==> src/rtl/commit_stage.sv <==
`default_nettype none
// ============================================================================
// Module   : commit_stage
// Purpose  : Retire stage downstream of the ROB. Accepts the ROB head, writes
//            the register file one cycle later, queues committed stores in a
//            small FIFO store buffer that drains to data memory over req/gnt,
//            raises a one-cycle flush with redirect PC on a taken branch and
//            counts retired instructions.
// Ports    : clk_i/rstn_i            clock, async active-low reset
//            commit_*_i / _ready_o   ROB head handshake (pop on valid&ready)
//            rf_*_o                  registered regfile write port
//            flush_o/redirect_pc_o   front-end redirect, valid for one cycle
//            mem_*_o / mem_gnt_i     store drain port (held until grant)
//            stb_empty_o             store buffer empty
//            instret_o               64-bit retired instruction counter
// Revision : 1.0  initial release
// ============================================================================
module commit_stage #(
  parameter int STB_DEPTH = 4
) (
  input  logic        clk_i,
  input  logic        rstn_i,
  input  logic        commit_valid_i,
  input  logic [31:0] commit_pc_i,
  input  logic [31:0] commit_instr_i,
  input  logic [4:0]  commit_rd_addr_i,
  input  logic [31:0] commit_result_i,
  input  logic [31:0] commit_store_data_i,
  input  logic        commit_write_enable_i,
  input  logic        commit_store_to_mem_i,
  input  logic [31:0] commit_new_pc_i,
  input  logic        commit_branch_taken_i,
  output logic        commit_ready_o,
  output logic        rf_we_o,
  output logic [4:0]  rf_addr_o,
  output logic [31:0] rf_data_o,
  output logic        flush_o,
  output logic [31:0] redirect_pc_o,
  output logic        mem_req_o,
  output logic [31:0] mem_addr_o,
  output logic [31:0] mem_wdata_o,
  output logic [3:0]  mem_be_o,
  input  logic        mem_gnt_i,
  output logic        stb_empty_o,
  output logic [63:0] instret_o
);

  localparam int PTR_W = $clog2(STB_DEPTH);
  localparam int CNT_W = PTR_W + 1;

  typedef enum logic [0:0] {
    DRAIN_IDLE = 1'b0,
    DRAIN_REQ  = 1'b1
  } drain_state_e;

  drain_state_e state_q, state_d;

  logic             rf_we_q, rf_we_d;
  logic [4:0]       rf_addr_q, rf_addr_d;
  logic [31:0]      rf_data_q, rf_data_d;
  logic             flush_q, flush_d;
  logic [31:0]      redirect_q, redirect_d;
  logic [63:0]      instret_q, instret_d;
  logic [PTR_W-1:0] wr_ptr_q, wr_ptr_d;
  logic [PTR_W-1:0] rd_ptr_q, rd_ptr_d;
  logic [CNT_W-1:0] count_q, count_d;

  logic [31:0] stb_addr_q [STB_DEPTH];
  logic [31:0] stb_addr_d [STB_DEPTH];
  logic [31:0] stb_data_q [STB_DEPTH];
  logic [31:0] stb_data_d [STB_DEPTH];
  logic [3:0]  stb_be_q   [STB_DEPTH];
  logic [3:0]  stb_be_d   [STB_DEPTH];

  logic        stb_full;
  logic        accept;
  logic        push;
  logic        pop;
  logic [31:0] st_addr;
  logic [31:0] st_data;
  logic [3:0]  st_be;

  // Full is judged on the registered count only: a same-cycle pop never
  // frees a slot for the incoming store.
  assign stb_full       = (count_q == CNT_W'(STB_DEPTH));
  assign commit_ready_o = !flush_q && !(commit_store_to_mem_i && stb_full);
  assign accept         = commit_valid_i && commit_ready_o;
  assign push           = accept && commit_store_to_mem_i;
  assign pop            = (state_q == DRAIN_REQ) && mem_gnt_i;

  // Lane alignment of the store by funct3; unknown sizes behave as SW.
  always_comb begin
    st_addr = {commit_result_i[31:2], 2'b00};
    st_data = commit_store_data_i;
    st_be   = 4'b1111;
    case (commit_instr_i[14:12])
      3'b000: begin
        st_be   = 4'b0001 << commit_result_i[1:0];
        st_data = {4{commit_store_data_i[7:0]}};
      end
      3'b001: begin
        st_be   = commit_result_i[1] ? 4'b1100 : 4'b0011;
        st_data = {2{commit_store_data_i[15:0]}};
      end
      default: begin
        st_be   = 4'b1111;
        st_data = commit_store_data_i;
      end
    endcase
  end

  always_comb begin
    rf_we_d    = accept && commit_write_enable_i && (commit_rd_addr_i != 5'd0);
    rf_addr_d  = rf_we_d ? commit_rd_addr_i : rf_addr_q;
    rf_data_d  = rf_we_d ? commit_result_i  : rf_data_q;
    flush_d    = accept && commit_branch_taken_i;
    redirect_d = flush_d ? commit_new_pc_i : 32'd0;
    instret_d  = instret_q + {63'd0, accept};

    stb_addr_d = stb_addr_q;
    stb_data_d = stb_data_q;
    stb_be_d   = stb_be_q;
    wr_ptr_d   = wr_ptr_q;
    rd_ptr_d   = rd_ptr_q;
    if (push) begin
      stb_addr_d[wr_ptr_q] = st_addr;
      stb_data_d[wr_ptr_q] = st_data;
      stb_be_d[wr_ptr_q]   = st_be;
      wr_ptr_d             = wr_ptr_q + PTR_W'(1);
    end
    if (pop) begin
      rd_ptr_d = rd_ptr_q + PTR_W'(1);
    end
    count_d = count_q + CNT_W'(push) - CNT_W'(pop);

    // A store pushed this cycle launches the request next cycle, so the
    // push is folded into the IDLE exit condition.
    state_d = state_q;
    case (state_q)
      DRAIN_IDLE: if ((count_q != '0) || push) state_d = DRAIN_REQ;
      DRAIN_REQ:  if (pop && (count_d == '0))  state_d = DRAIN_IDLE;
      default:    state_d = DRAIN_IDLE;
    endcase
  end

  always_ff @(posedge clk_i or negedge rstn_i) begin
    if (!rstn_i) begin
      state_q    <= DRAIN_IDLE;
      rf_we_q    <= 1'b0;
      rf_addr_q  <= '0;
      rf_data_q  <= '0;
      flush_q    <= 1'b0;
      redirect_q <= '0;
      instret_q  <= '0;
      wr_ptr_q   <= '0;
      rd_ptr_q   <= '0;
      count_q    <= '0;
    end else begin
      state_q    <= state_d;
      rf_we_q    <= rf_we_d;
      rf_addr_q  <= rf_addr_d;
      rf_data_q  <= rf_data_d;
      flush_q    <= flush_d;
      redirect_q <= redirect_d;
      instret_q  <= instret_d;
      wr_ptr_q   <= wr_ptr_d;
      rd_ptr_q   <= rd_ptr_d;
      count_q    <= count_d;
    end
  end

  // Payload storage needs no reset: entries are only read while counted valid.
  always_ff @(posedge clk_i) begin
    stb_addr_q <= stb_addr_d;
    stb_data_q <= stb_data_d;
    stb_be_q   <= stb_be_d;
  end

  assign rf_we_o       = rf_we_q;
  assign rf_addr_o     = rf_addr_q;
  assign rf_data_o     = rf_data_q;
  assign flush_o       = flush_q;
  assign redirect_pc_o = redirect_q;
  assign instret_o     = instret_q;
  assign stb_empty_o   = (count_q == '0);
  assign mem_req_o     = (state_q == DRAIN_REQ);
  // Head entry is only presented while a request is outstanding.
  assign mem_addr_o    = mem_req_o ? stb_addr_q[rd_ptr_q] : 32'd0;
  assign mem_wdata_o   = mem_req_o ? stb_data_q[rd_ptr_q] : 32'd0;
  assign mem_be_o      = mem_req_o ? stb_be_q[rd_ptr_q]   : 4'd0;

  // Diagnostic-only inputs, kept on the port list for trace consumers.
  logic unused_ok;
  assign unused_ok = ^{commit_pc_i, commit_instr_i[31:15], commit_instr_i[11:0]};

endmodule
`default_nettype wire

==> config.mk <==
export PLATFORM = sky130hd
export DESIGN_NAME = commit_stage
export DESIGN_NICKNAME = d
export VERILOG_FILES = /design/src/rtl/commit_stage.sv
export SDC_FILE = /design/constraint.sdc
export NUM_CORES = 1
export LEC_CHECK = 0
export CAP_MARGIN = 20
export CORE_UTILIZATION = 30
export DETAILED_ROUTE_END_ITERATION = 10
export SYNTH_ARGS = -nofsm -noshare
export SYNTH_HDL_FRONTEND = slang
export SYNTH_SLANG_ARGS = --single-unit
==> constraint.sdc <==
create_clock -name clk_i -period 8.65 [get_ports clk_i]
set_input_delay 0.865 -clock clk_i [delete_from_list [all_inputs] [get_ports clk_i]]
set_output_delay 0.865 -clock clk_i [all_outputs]
set_load 0.02 [all_outputs]
## Word level (Yosys, flattened, before mapping)

Index checks and enable logic that the tools add are counted.

| word-level totals | value |
|---|---|
| bits in registers | 415 |
| output and inout bits | 206 |

| cells by class | value |
|---|---|
| shifts and indexed selects | 1 |
| order comparisons | 3 |
| bitwise logic cells | 3 |
| eq/ne operators | 2 |
| add/subtract/negate cells | 5 |
| reduce and logical (&&, ||, !) cells | 18 |
| muxes and demuxes | 26 |

Operators with widths:

| cell | number |
|---|---|
| 128-bit bitwise mux | 2 |
| 32-bit two-way mux | 8 |
| 32-bit binary-select mux with 2-bit select | 2 |
| 64-bit by 1-bit adder with 64-bit output | 1 |
| 32-bit demux with 2-bit select | 1 |
| 32-bit case mux with 2 select lines | 1 |
| 4-bit two-way mux | 5 |
| 16-bit bitwise mux | 1 |
| 1-bit logical AND | 10 |
| 3-bit zero test | 3 |
| 4-bit binary-select mux with 2-bit select | 1 |
| 4-bit demux with 2-bit select | 1 |
| 4-bit case mux with 2 select lines | 1 |
| 3-bit greater-or-equal comparator (second input constant) | 2 |
| 2-bit inverter with 3-bit output | 2 |
| 5-bit nonzero test | 1 |
| 2-bit by 1-bit adder with 2-bit output (second input constant) | 2 |
| 1-bit by 2-bit left shift with 4-bit output (first input constant) | 1 |
| 3-bit by 1-bit adder with 3-bit output | 1 |
| 3-bit by 1-bit == test with 1-bit output (second input constant) | 1 |
| 3-bit == test (second input constant) | 1 |
| 3-bit by 1-bit < comparator with 1-bit output (second input constant) | 1 |
| 3-bit nonzero test | 1 |
| 3-bit by 1-bit subtractor with 3-bit output | 1 |
| 5 further kinds | 7 |

## Depth between registers and ports, before layout

Gate-level depths: netlist of run 1.

| depth | value |
|---|---|
| depth in word-level cells | 12 |
| gate-level depth with buffers | 14 |
| depth with buffers taken out | 13 |

## Least setup slack after synthesis of run 1

Ideal clock, no wire load.

| path | value |
|---|---|
| kind | input -> register |
| start point | input port commit_store_to_mem_i |
| end point | register stb_addr_q[100] in the netlist's numbering (enable) |
| slack | 5010 ps |
| library setup time | 431 ps |
| cell stages on the path | 4 |
| data required time | 8219 ps |
| buffers on the path | 1 |
| data arrival time | 3208 ps |
| path through | a31oi_2 -> and3_1 -> clkbuf_1 -> and2_1 |

| between the ends | value |
|---|---|
| longest elaborated chain between the ends | 5 |

RTL lines:

| element | RTL line | source |
|---|---|---|
| from (decl) | 30 | `input logic commit_store_to_mem_i,` |
| 1-bit logical AND | 86 | `assign commit_ready_o = !flush_q && !(commit_store_to_mem_i && stb_full);` |
| 1-bit zero test | 86 |  |
| 1-bit logical AND | 86 |  |
| 1-bit logical AND | 87 | `assign accept = commit_valid_i && commit_ready_o;` |
| 1-bit logical AND (*) | 88 | `assign push = accept && commit_store_to_mem_i;` |
| to (signal assigned) | 174 | `stb_addr_q <= stb_addr_d;` |
| to (decl) | 68 | `logic [31:0] stb_addr_q [STB_DEPTH];` |

Every way passes the cells marked *; elsewhere a longest branch is shown, timed or not.
A chain may end at the register's enable or synchronous reset.

## Worst setup path in the final report of run 1

| path | value |
|---|---|
| start point | register rd_ptr_q[0] |
| end point | output port mem_wdata_o[16] |

| between the ends | value |
|---|---|
| longest elaborated chain between the ends | 5 |

RTL lines:

| element | RTL line | source |
|---|---|---|
| from (decl) | 65 | `logic [PTR_W-1:0] rd_ptr_q, rd_ptr_d;` |
| from (signal assigned) | 167 | `rd_ptr_q <= rd_ptr_d;` |
| 2-bit inverter with 3-bit output (not written as such) | 189 | `assign mem_wdata_o = mem_req_o ? stb_data_q[rd_ptr_q] : 32'd0;` |
| 32-bit binary-select mux with 2-bit select | 189 |  |
| 32-bit two-way mux (not written as such) (2 in series) | 189 |  |
| 32-bit two-way mux | 189 |  |
| to (decl) | 41 | `output logic [31:0] mem_wdata_o,` |

No other way between the ends. The select of a mux whose other input is x is not followed.

==> flow_summary.json, run 1 <==
{
  "synthToLayoutAreaGrowth_pct": 33.5,
  "cp-end-kind": "primary output",
  "dp_hpwl_um": 25600,
  "tns_ps": 0,
  "ir_worst_vdd_mv": 0.146,
  "yosys_warnings": 0,
  "ys_ff_latch": 407,
  "synth_mux_area_frac": 0.131,
  "cts_root_buffer": "clkbuf_16",
  "die_height_um": 236,
  "cts_buffers": 46,
  "synth_edf_count": 264,
  "hold_violations": 0,
  "synth_async_sr_flop_share": 0.351,
  "yosysTopAreaCell": "edfxtp_1",
  "leakagePower_nw": 8.02,
  "fin_skew_ps": 27.2,
  "whs_ps": 341,
  "setup.worst_path.class": "register to primary output",
  "die-width_um": 236,
  "yosysSeqAreaShare": 0.701,
  "grt_pass1_vias": 10100,
  "synthesis.area_mm2": 0.0164,
  "grt_pass1_wl_um": 62600,
  "antenna_found_initial": 1,
  "postCtsSetupBuffers": 0,
  "start_kind": "register",
  "ant_nets": 0,
  "hold_class": "input port to asynchronous set/reset pin",
  "initial_utilization": 0.304,
  "clock_sinks": 407,
  "worstPathArrival_ps": 3610,
  "grt_overflow": 0,
  "crit_required_ps": 7790,
  "hold_buffers": 0,
  "cap_viol_max_count": 0,
  "setup_viol": 0,
  "synth_simple_gate_area_frac": 0.102,
  "setup.worst_path.start": "rd_ptr_q[0]",
  "wl_per_cell_um": 20.0,
  "synth_adder_area_share": 0.00732,
  "total_power_mw": 6.34,
  "ios": 378,
  "htree_levels": 2,
  "routed_wl_um": 40500,
  "powerDensity_mw_per_mm2": 289,
  "drive_above_1_share": 0.174,
  "period_minus_slack_ps": 4480,
  "grt_usage": 0.147,
  "dr.first_iter.drc_count": 385,
  "place_congestion": 0.767,
  "drt_pass1_iterations": 4,
  "max_freq_mhz": 223,
  "relSlewSlack": 0.379,
  "synth_top_family_by_area": "multiplexers",
  "avgSynthCellArea_um2": 17.3,
  "grt_setup_unrepaired": "false",
  "nFillCells": 4943,
  "pre_cts_slack_ps": 4630,
  "status": "finished clean",
  "rr_worst_depth": 9,
  "synth-compound-area-share": 0.00648,
  "core_mm2": 0.0539,
  "cts_resized": 0,
  "r2r-end": "instret_o[59]",
  "postSynthCellCount": 950,
  "tightest_slew_ps": 931,
  "synth_xor_area_frac": 0.0352,
  "drc": 0,
  "synthTopCellsByArea": "edfxtp_1 (48%), dfrtp_1 (22%), mux4_2 (9.1%), and2_1 (4.0%), mux2_2 (3.2%)",
  "timing.rr.start": "count_q[1]",
  "worstPathMaxFanout": 42,
  "via_count": 9384,
  "rows": 85,
  "final_util": 0.406,
  "dieArea_mm2": 0.0556,
  "fin_nets": 1465,
  "grt_start_max_net_pins": 82,
  "rrSetupSlack_ps": 5460,
  "vias_per_cell": 4.65,
  "slew_viol_final": 0,
  "clock_path_buffers": 3,
  "postLayoutSetupSlackWorst_ps": 4170,
  "synthDistinctLibCells": 45,
  "fin_crit_sh": 0.518,
  "clk_pin_slew_ps": 60,
  "cts_tree": "built",
  "synth_top_area_frac": 0.483,
  "synth-main-ff-cell": "edfxtp_1",
  "io_buffer_count": 314,
  "insertion_delay_ps": 580
}
==> state kept, by name, summed over array words and instances, names as in the netlist <==
signal	cells
stb_data_q	128
stb_addr_q	120
instret_o	64
redirect_pc_o	32
rf_data_o	32
stb_be_q	16
rf_addr_o	5
count_q	3
rd_ptr_q	2
wr_ptr_q	2
flush_o	1
mem_req_o	1
rf_we_o	1
==> final cells by class <==
type	count	area, um2	share of cell area
Multi-Input combinational cell	491	4660	0.213
Timing Repair Buffer	324	3220	0.147
Sequential cell	407	11500	0.526
Tap cell	696	871	0.0398
Inverter	14	52.6	0.00240
Clock inverter	19	265	0.0121
Clock buffer	67	1320	0.0604
Antenna cell	1	2.50	0.000114
==> how the worst max path moves through the flow <==
| stage | endpoint | slack (ps) |
|---|---|---|
| 3_5_place_dp | instret_o[59] | 4630 |
| 4_1_cts | mem_wdata_o[27] | 3990 |
| 3_3_place_gp | instret_o[59] | 4590 |
| 5_1_grt | mem_wdata_o[27] | 3860 |
| 6_report | mem_wdata_o[16] | 4170 |
| 2_1_floorplan | stb_addr_q[100] | 5010 |
==> logic make-up after synthesis <==
logic type,count (synthesis)
other,1
AOI/OAI and AO/OA,18
buffers and inverters,53
adders and majority gates,9
xor gates and xnor gates,66
and+or+nand+nor,270
DFF,407
muxes,126
==> cell usage after synthesis, types with 6 or more instances <==
master / n
mux2_2: 47
nor3_2: 11
nor4_2: 8
ha_1: 8
buf_2: 8
a21oi_1: 8
and4_1: 7
edfxtp_1: 264
nand2_1: 33
mux4_2: 66
clkbuf_1: 17
nand3_1: 28
dfrtp_1: 143
inv_1: 14
nor2_1: 28
nand4_1: 11
o21ai_0: 6
xor2_1: 38
and2_1: 104
and3_1: 16
buf_1: 6
xnor2_1: 28
nor3_1: 6
mux2i_1: 8
==> where the power goes <==
part	internal, mW	switching (mW)
registers	2.30	0.166
clock network	1.22	0.805
logic	0.963	0.890
total	4.48	1.86
==> layout by cell type (no fill, tap or decap), drive strengths merged, types with 6 or more instances in the layout <==
| cell type | instances |
|---|---|
| a21oi | 8 |
| and2 | 104 |
| and3 | 16 |
| and4 | 7 |
| buf | 11 |
| clkbuf | 67 |
| clkdlybuf4s50 | 313 |
| clkinv | 10 |
| dfrtp | 143 |
| edfxtp | 264 |
| ha | 8 |
| inv | 16 |
| mux2 | 52 |
| mux2i | 8 |
| mux4 | 66 |
| nand2 | 33 |
| nand3 | 28 |
| nand4 | 15 |
| nor2 | 29 |
| nor3 | 18 |
| nor4 | 13 |
| o21ai | 6 |
| xnor2 | 28 |
| xor2 | 38 |
==> stage by stage <==
step / cells / area (um2)
CTS: 2018 / 21900
global route: 2018 / 21900
floorplan: 951 / 16400
global placement: 1932 / 20300
finish: 2019 / 21900
detailed placement: 1932 / 20300
==> critical path, cell delays in order, from the launching register on <==
cell	delay, ps
dfrtp_4	1040
buf_4	630
mux4_2	580
and2_1	190
clkdlybuf4s50_1	550
==> per-layer routing <==
| metal | track usage | up-vias | wire (um) |
|---|---|---|---|
| met5 | 0 | - | 11 |
| met4 | 0.0343 | 2 | 649 |
| met3 | 0.0487 | 50 | 3080 |
| met2 | 0.238 | 282 | 19400 |
| met1 | 0.191 | 4812 | 17300 |
| li1 | - | 4238 | - |
Power figures use the tool's default switching activity.
==> inputs of run 2 (changes only) <==
==> constraint.sdc (replaced) <==
create_clock -name clk_i -period 4.2 [get_ports clk_i]
set_input_delay 0.42 -clock clk_i [delete_from_list [all_inputs] [get_ports clk_i]]
set_output_delay 0.42 -clock clk_i [all_outputs]
set_load 0.02 [all_outputs]
==> run 2 against run 1 <==
Register-to-register slack lost 4300 ps. Power grew 100%. Critical path depth is the same. Core utilization shrank 0.058 points. Via count shrank 0.18%. Worst hold slack gained 56 ps. Clock power grew 90%. Non-clock buffer count grew 6. Sequential power grew 100%. Global-route usage is essentially flat. Critical path type unchanged.
==> flow_summary.json, run 2 (synthesis gave the netlist of run 1 again) <==
{
  "start_kind": "register",
  "max_freq_mhz": 293,
  "dp_hpwl_um": 26100,
  "tightest_slew_ps": 1060,
  "initial_utilization": 0.304,
  "period_minus_slack_ps": 3410,
  "grt_overflow": 0,
  "drive_above_1_share": 0.174,
  "powerDensity_mw_per_mm2": 584,
  "setup.worst_path.class": "register to primary output",
  "largest_reg_flops": 128,
  "cts_buffers": 45,
  "setup_viol": 0,
  "insertion_delay_ps": 570,
  "diodes": 0,
  "drc": 0,
  "die-width_um": 236,
  "wl_per_cell_um": 20.1,
  "worstPathArrival_ps": 2990,
  "hold_class": "input port to register",
  "final_cell_mix": "clkdlybuf4s50_1 (313), edfxtp_1 (264), dfrtp_1 (140), and2_1 (100), mux4_2 (66)",
  "largest_register": "stb_data_q",
  "relSlewSlack": 0.294,
  "hold_violations": 0,
  "clk_pin_slew_ps": 60,
  "status": "finished clean",
  "clock_sinks": 407,
  "rows": 85,
  "io_buffer_count": 314,
  "fin_crit_sh": 0.813,
  "layout_commonest_cell": "clkdlybuf4s50_1",
  "crit_required_ps": 3780,
  "fin_nets": 1470,
  "cts_tree": "built",
  "multi_input_area_mm2": 0.00466,
  "worstPathMaxFanout": 17,
  "via_count": 9367,
  "cts_resized": 0,
  "fin_skew_ps": 16.6,
  "routed_wl_um": 40600,
  "antenna_found_initial": 1,
  "htree_levels": 2,
  "grt_setup_unrepaired": "false",
  "grt_usage": 0.147,
  "dieArea_mm2": 0.0556,
  "clock_path_buffers": 3,
  "synthToLayoutAreaGrowth_pct": 33.3,
  "core_mm2": 0.0539,
  "dr.first_iter.drc_count": 400,
  "grt_pass1_vias": 10200,
  "leakagePower_nw": 8.00,
  "die_height_um": 236,
  "ir_worst_vdd_mv": 0.263,
  "slew_viol_final": 0,
  "ios": 378,
  "layout.area.seq_mm2": 0.0115,
  "place_congestion": 0.788,
  "nFillCells": 4936,
  "grt_start_max_net_pins": 89,
  "ant_nets": 0,
  "cap_viol_max_count": 0,
  "whs_ps": 397,
  "drt_pass1_iterations": 4,
  "cts_root_buffer": "clkbuf_16",
  "grt_pass1_wl_um": 62200,
  "cp-end-kind": "primary output",
  "tns_ps": 0,
  "vias_per_cell": 4.64
}
[run 2: changes by cell type in the layout (fill, tap and decap cells not counted), sizes merged]
cell	previous run	this run
clkbuf	67	61
buf	11	16
bufinv	5	2
clkinv	10	13
clkinvlp	2	1
diode	1	0
dlygate4sd3	0	1
[run 2: final timing paths]
kind / start / endpoint / slack [ps] / depth (start not counted)
setup / recovery: rd_ptr_q[0] / mem_addr_o[5] / 790 / 4
hold reg to reg: instret_o[63] / instret_o[63] / 480 / 1
max in group asynchronous: rstn_i / rf_data_o[28] / 2730 / 3
min in group asynchronous: rstn_i / redirect_pc_o[13] / 520 / 2
hold / removal: commit_new_pc_i[5] / redirect_pc_o[5] / 400 / 2
setup reg to reg: count_q[1] / instret_o[32] / 1140 / 10
[run 2: stage by stage]
step	setup slack (ps)	power, mW	std cells	util	instance area (um2)
6_report	787	12.8	2017	0.406	21900
5_1_grt	582	13.3	2017	0.406	21900
4_1_cts	632	13.0	2017	0.406	21900
3_5_place_dp	811	9.12	1937	0.379	20400
3_3_place_gp	854	9.09	1937	0.379	20400
2_1_floorplan	928	7.27	951	-	16400
[run 2: timing repair]
| item | 4_1_cts | 5_1_grt |
|---|---|---|
| buffers inserted | 0 | 0 |
| hold buffers | 1 | 0 |
| hold endpoints to repair | 86 | 0 |
[run 2: area by class of cell]
| type | instances | share of cell area |
|---|---|---|
| Multi-Input combinational cell | 491 | 0.213 |
| Clock inverter | 18 | 0.00927 |
| Sequential cell | 407 | 0.526 |
| Inverter | 14 | 0.00240 |
| Tap cell | 696 | 0.0398 |
| Clock buffer | 61 | 0.0570 |
| Timing Repair Buffer | 330 | 0.152 |
[run 2: layer usage]
layer | global-route usage | wire, um | vias to the layer above
met1 | 0.183 | 17000 | 4793
met4 | 0.0360 | 721 | 2
met5 | 0 | 11 | -
li1 | - | - | 4233
met3 | 0.0480 | 2950 | 56
met2 | 0.246 | 19800 | 283
[run 2: worst max-delay path, stage by stage, from the launching register on]
cell and delay, ps:
dfrtp_4 700, buf_4 410, mux4_2 560, and2_1 170
clkdlybuf4s50_1 570
[run 2: report_power, final]
group | internal (mW) | total [mW] | switching (mW) | leakage, nW
logic | 2.02 | 3.93 | 1.90 | 3.06
registers | 4.73 | 5.01 | 0.277 | 4.24
clock network | 2.22 | 3.84 | 1.62 | 0.702
total | 8.98 | 12.8 | 3.80 | 8.00
==> inputs of run 3 (changes only) <==
==> constraint.sdc (replaced) <==
create_clock -name clk_i -period 3.25 [get_ports clk_i]
set_input_delay 0.325 -clock clk_i [delete_from_list [all_inputs] [get_ports clk_i]]
set_output_delay 0.325 -clock clk_i [all_outputs]
set_load 0.02 [all_outputs]
==> run 3 against run 2 <==
Core utilization is 0.78 points higher. Sequential share of layout area is 1.0 points lower. Largest cell class unchanged. Via count rose by 1.1%. Critical path type unchanged. Critical endpoint is now mem_addr_o[23]. Routed wire length about the same. Clock-buffer cell count shrank 7.
==> flow_summary.json, run 3 (synthesis gave the netlist of run 1 again) <==
{
  "start_kind": "register",
  "vias_per_cell": 4.63,
  "drive_above_1_share": 0.192,
  "tightest_slew_ps": 733,
  "grt_usage": 0.147,
  "setup.worst_path.class": "register to primary output",
  "grt_overflow": 0,
  "fin_nets": 1490,
  "dieArea_mm2": 0.0556,
  "cts_root_buffer": "clkbuf_16",
  "timing.rr.start": "count_q[1]",
  "pwr-share-clk": 0.322,
  "p_int_mw": 12.1,
  "final_area_mm2": 0.0223,
  "worstPathArrival_ps": 2720,
  "cts_resized": 0,
  "period_minus_slack_ps": 3050,
  "rows": 85,
  "cts_tree": "built",
  "io_buffer_count": 314,
  "cp-end-kind": "primary output",
  "place_congestion": 0.794,
  "r2r-end": "instret_o[39]",
  "status": "finished clean",
  "ir_worst_vdd_mv": 0.438,
  "p_seq_frac": 0.375,
  "grt_pass1_vias": 10200,
  "ios": 378,
  "hold_class": "input port to asynchronous set/reset pin",
  "max_freq_mhz": 328,
  "routed_wl_um": 40500,
  "relSlewSlack": 0.511,
  "wl_per_cell_um": 19.8,
  "grt_pass1_wl_um": 62200,
  "clock_sinks": 407,
  "drc": 0,
  "hold_violations": 0,
  "antenna_found_initial": 0,
  "leakagePower_nw": 8.20,
  "final_cell_mix": "clkdlybuf4s50_1 (313), edfxtp_1 (264), dfrtp_1 (140), and2_1 (100), mux4_2 (66)",
  "largest_register": "stb_data_q",
  "htree_levels": 2,
  "insertion_delay_ps": 580,
  "sw_frac_of_total": 0.293,
  "worstPathMaxFanout": 24,
  "core_mm2": 0.0539,
  "ant_nets": 0,
  "fin_crit_sh": 0.937,
  "layout_commonest_cell": "clkdlybuf4s50_1",
  "dr.first_iter.drc_count": 429,
  "clk_pin_slew_ps": 60,
  "die-width_um": 236,
  "drt_pass1_iterations": 6,
  "initial_utilization": 0.304,
  "die_height_um": 236,
  "placed_cell_area_mm2": 0.0206,
  "via_count": 9470,
  "grt_setup_unrepaired": "false",
  "p_comb_frac": 0.304,
  "clock_path_buffers": 3,
  "grt_start_max_net_pins": 102,
  "dp_hpwl_um": 26400,
  "largest_reg_flops": 128,
  "cap_viol_max_count": 0,
  "setup_viol": 0,
  "tns_ps": 0,
  "crit_required_ps": 2920,
  "fin_skew_ps": 20.3,
  "rrSetupSlack_ps": 420,
  "synthToLayoutAreaGrowth_pct": 35.9,
  "rr_worst_depth": 11,
  "powerDensity_mw_per_mm2": 771,
  "slew_viol_final": 0,
  "p_sw_mw": 5.04,
  "cts_buffers": 47,
  "nFillCells": 4883
}
run 3: cell types whose count changed in the layout (fill, tap and decap cells not counted), moves of 2 or more:
cell | previous run | this run
clkbuf_1 | 10 | 4
buf_4 | 10 | 21
clkinvlp_4 | 1 | 5
bufinv_16 | 2 | 7
clkbuf_8 | 6 | 3
clkinv_1 | 5 | 9
clkbuf_16 | 45 | 47
buf_12 | 5 | 11
run 3: worst max path at each step:
| stage | slack (ps) | cells past startpoint | start | end |
|---|---|---|---|---|
| 6_report | 200 | 4 | rd_ptr_q[1] | mem_addr_o[23] |
| 5_1_grt | 70 | 4 | rd_ptr_q[1] | mem_addr_o[23] |
| 4_1_cts | 2 | 4 | rd_ptr_q[0] | mem_addr_o[5] |
| 3_5_place_dp | 170 | 11 | commit_store_to_mem_i | instret_o[49] |
| 3_3_place_gp | 240 | 11 | commit_store_to_mem_i | instret_o[49] |
| 2_1_floorplan | 450 | 14 | count_q[1] | mem_req_o |
run 3: power groups by stage:
| stage | clock, mW | sequential (mW) | combinational [mW] |
|---|---|---|---|
| global route | 5.88 | 6.50 | 5.57 |
| finish | 5.53 | 6.44 | 5.22 |
| detailed placement | 0 | 6.60 | 5.25 |
| CTS | 5.69 | 6.50 | 5.27 |
| floorplan | 0 | 6.66 | 2.72 |
| global placement | 0 | 6.57 | 5.23 |
run 3: final cells by class:
class	instances	area (um2)	area share
antenna	1	2.50	0.000112
multi-input combinational	491	4660	0.209
tap	696	871	0.0391
clock buffer	54	1230	0.0553
sequential	407	11500	0.516
timing repair buffer	348	3560	0.160
clock inverter	34	405	0.0182
inverter	14	52.6	0.00236
run 3: routing by layer:
metal | track usage | share of wire
met2 | 0.239 | 0.48
met3 | 0.0466 | 0.072
met4 | 0.0428 | 0.023
met1 | 0.186 | 0.42
met5 | 0 | 0
run 3: timing repair:
action,4_1_cts,5_1_grt
endpoints found under the setup margin,0,25
endpoints found under the hold margin,100,0
hold buffers,1,0
setup buffers,0,3
run 3: critical path: stages (launching register included):
cell and delay (ps):
dfrtp_4 710, buf_4 360, mux4_2 340, and2_1 170
clkdlybuf4s50_1 570
run 3: stage by stage:
stage / utilization / instances / hold slack (ps) / setup WS (ps) / power, mW
final: 0.413 / 2045 / 254 / 204 / 17.2
after global routing: 0.413 / 2044 / 266 / 74.0 / 18.0
after CTS: 0.413 / 2040 / 252 / 2.50 / 17.5
after detailed placement: 0.382 / 1951 / 457 / 168 / 11.9
after global placement: 0.382 / 1951 / 456 / 240 / 11.8
after floorplan: - / 951 / 29.4 / 450 / 9.38
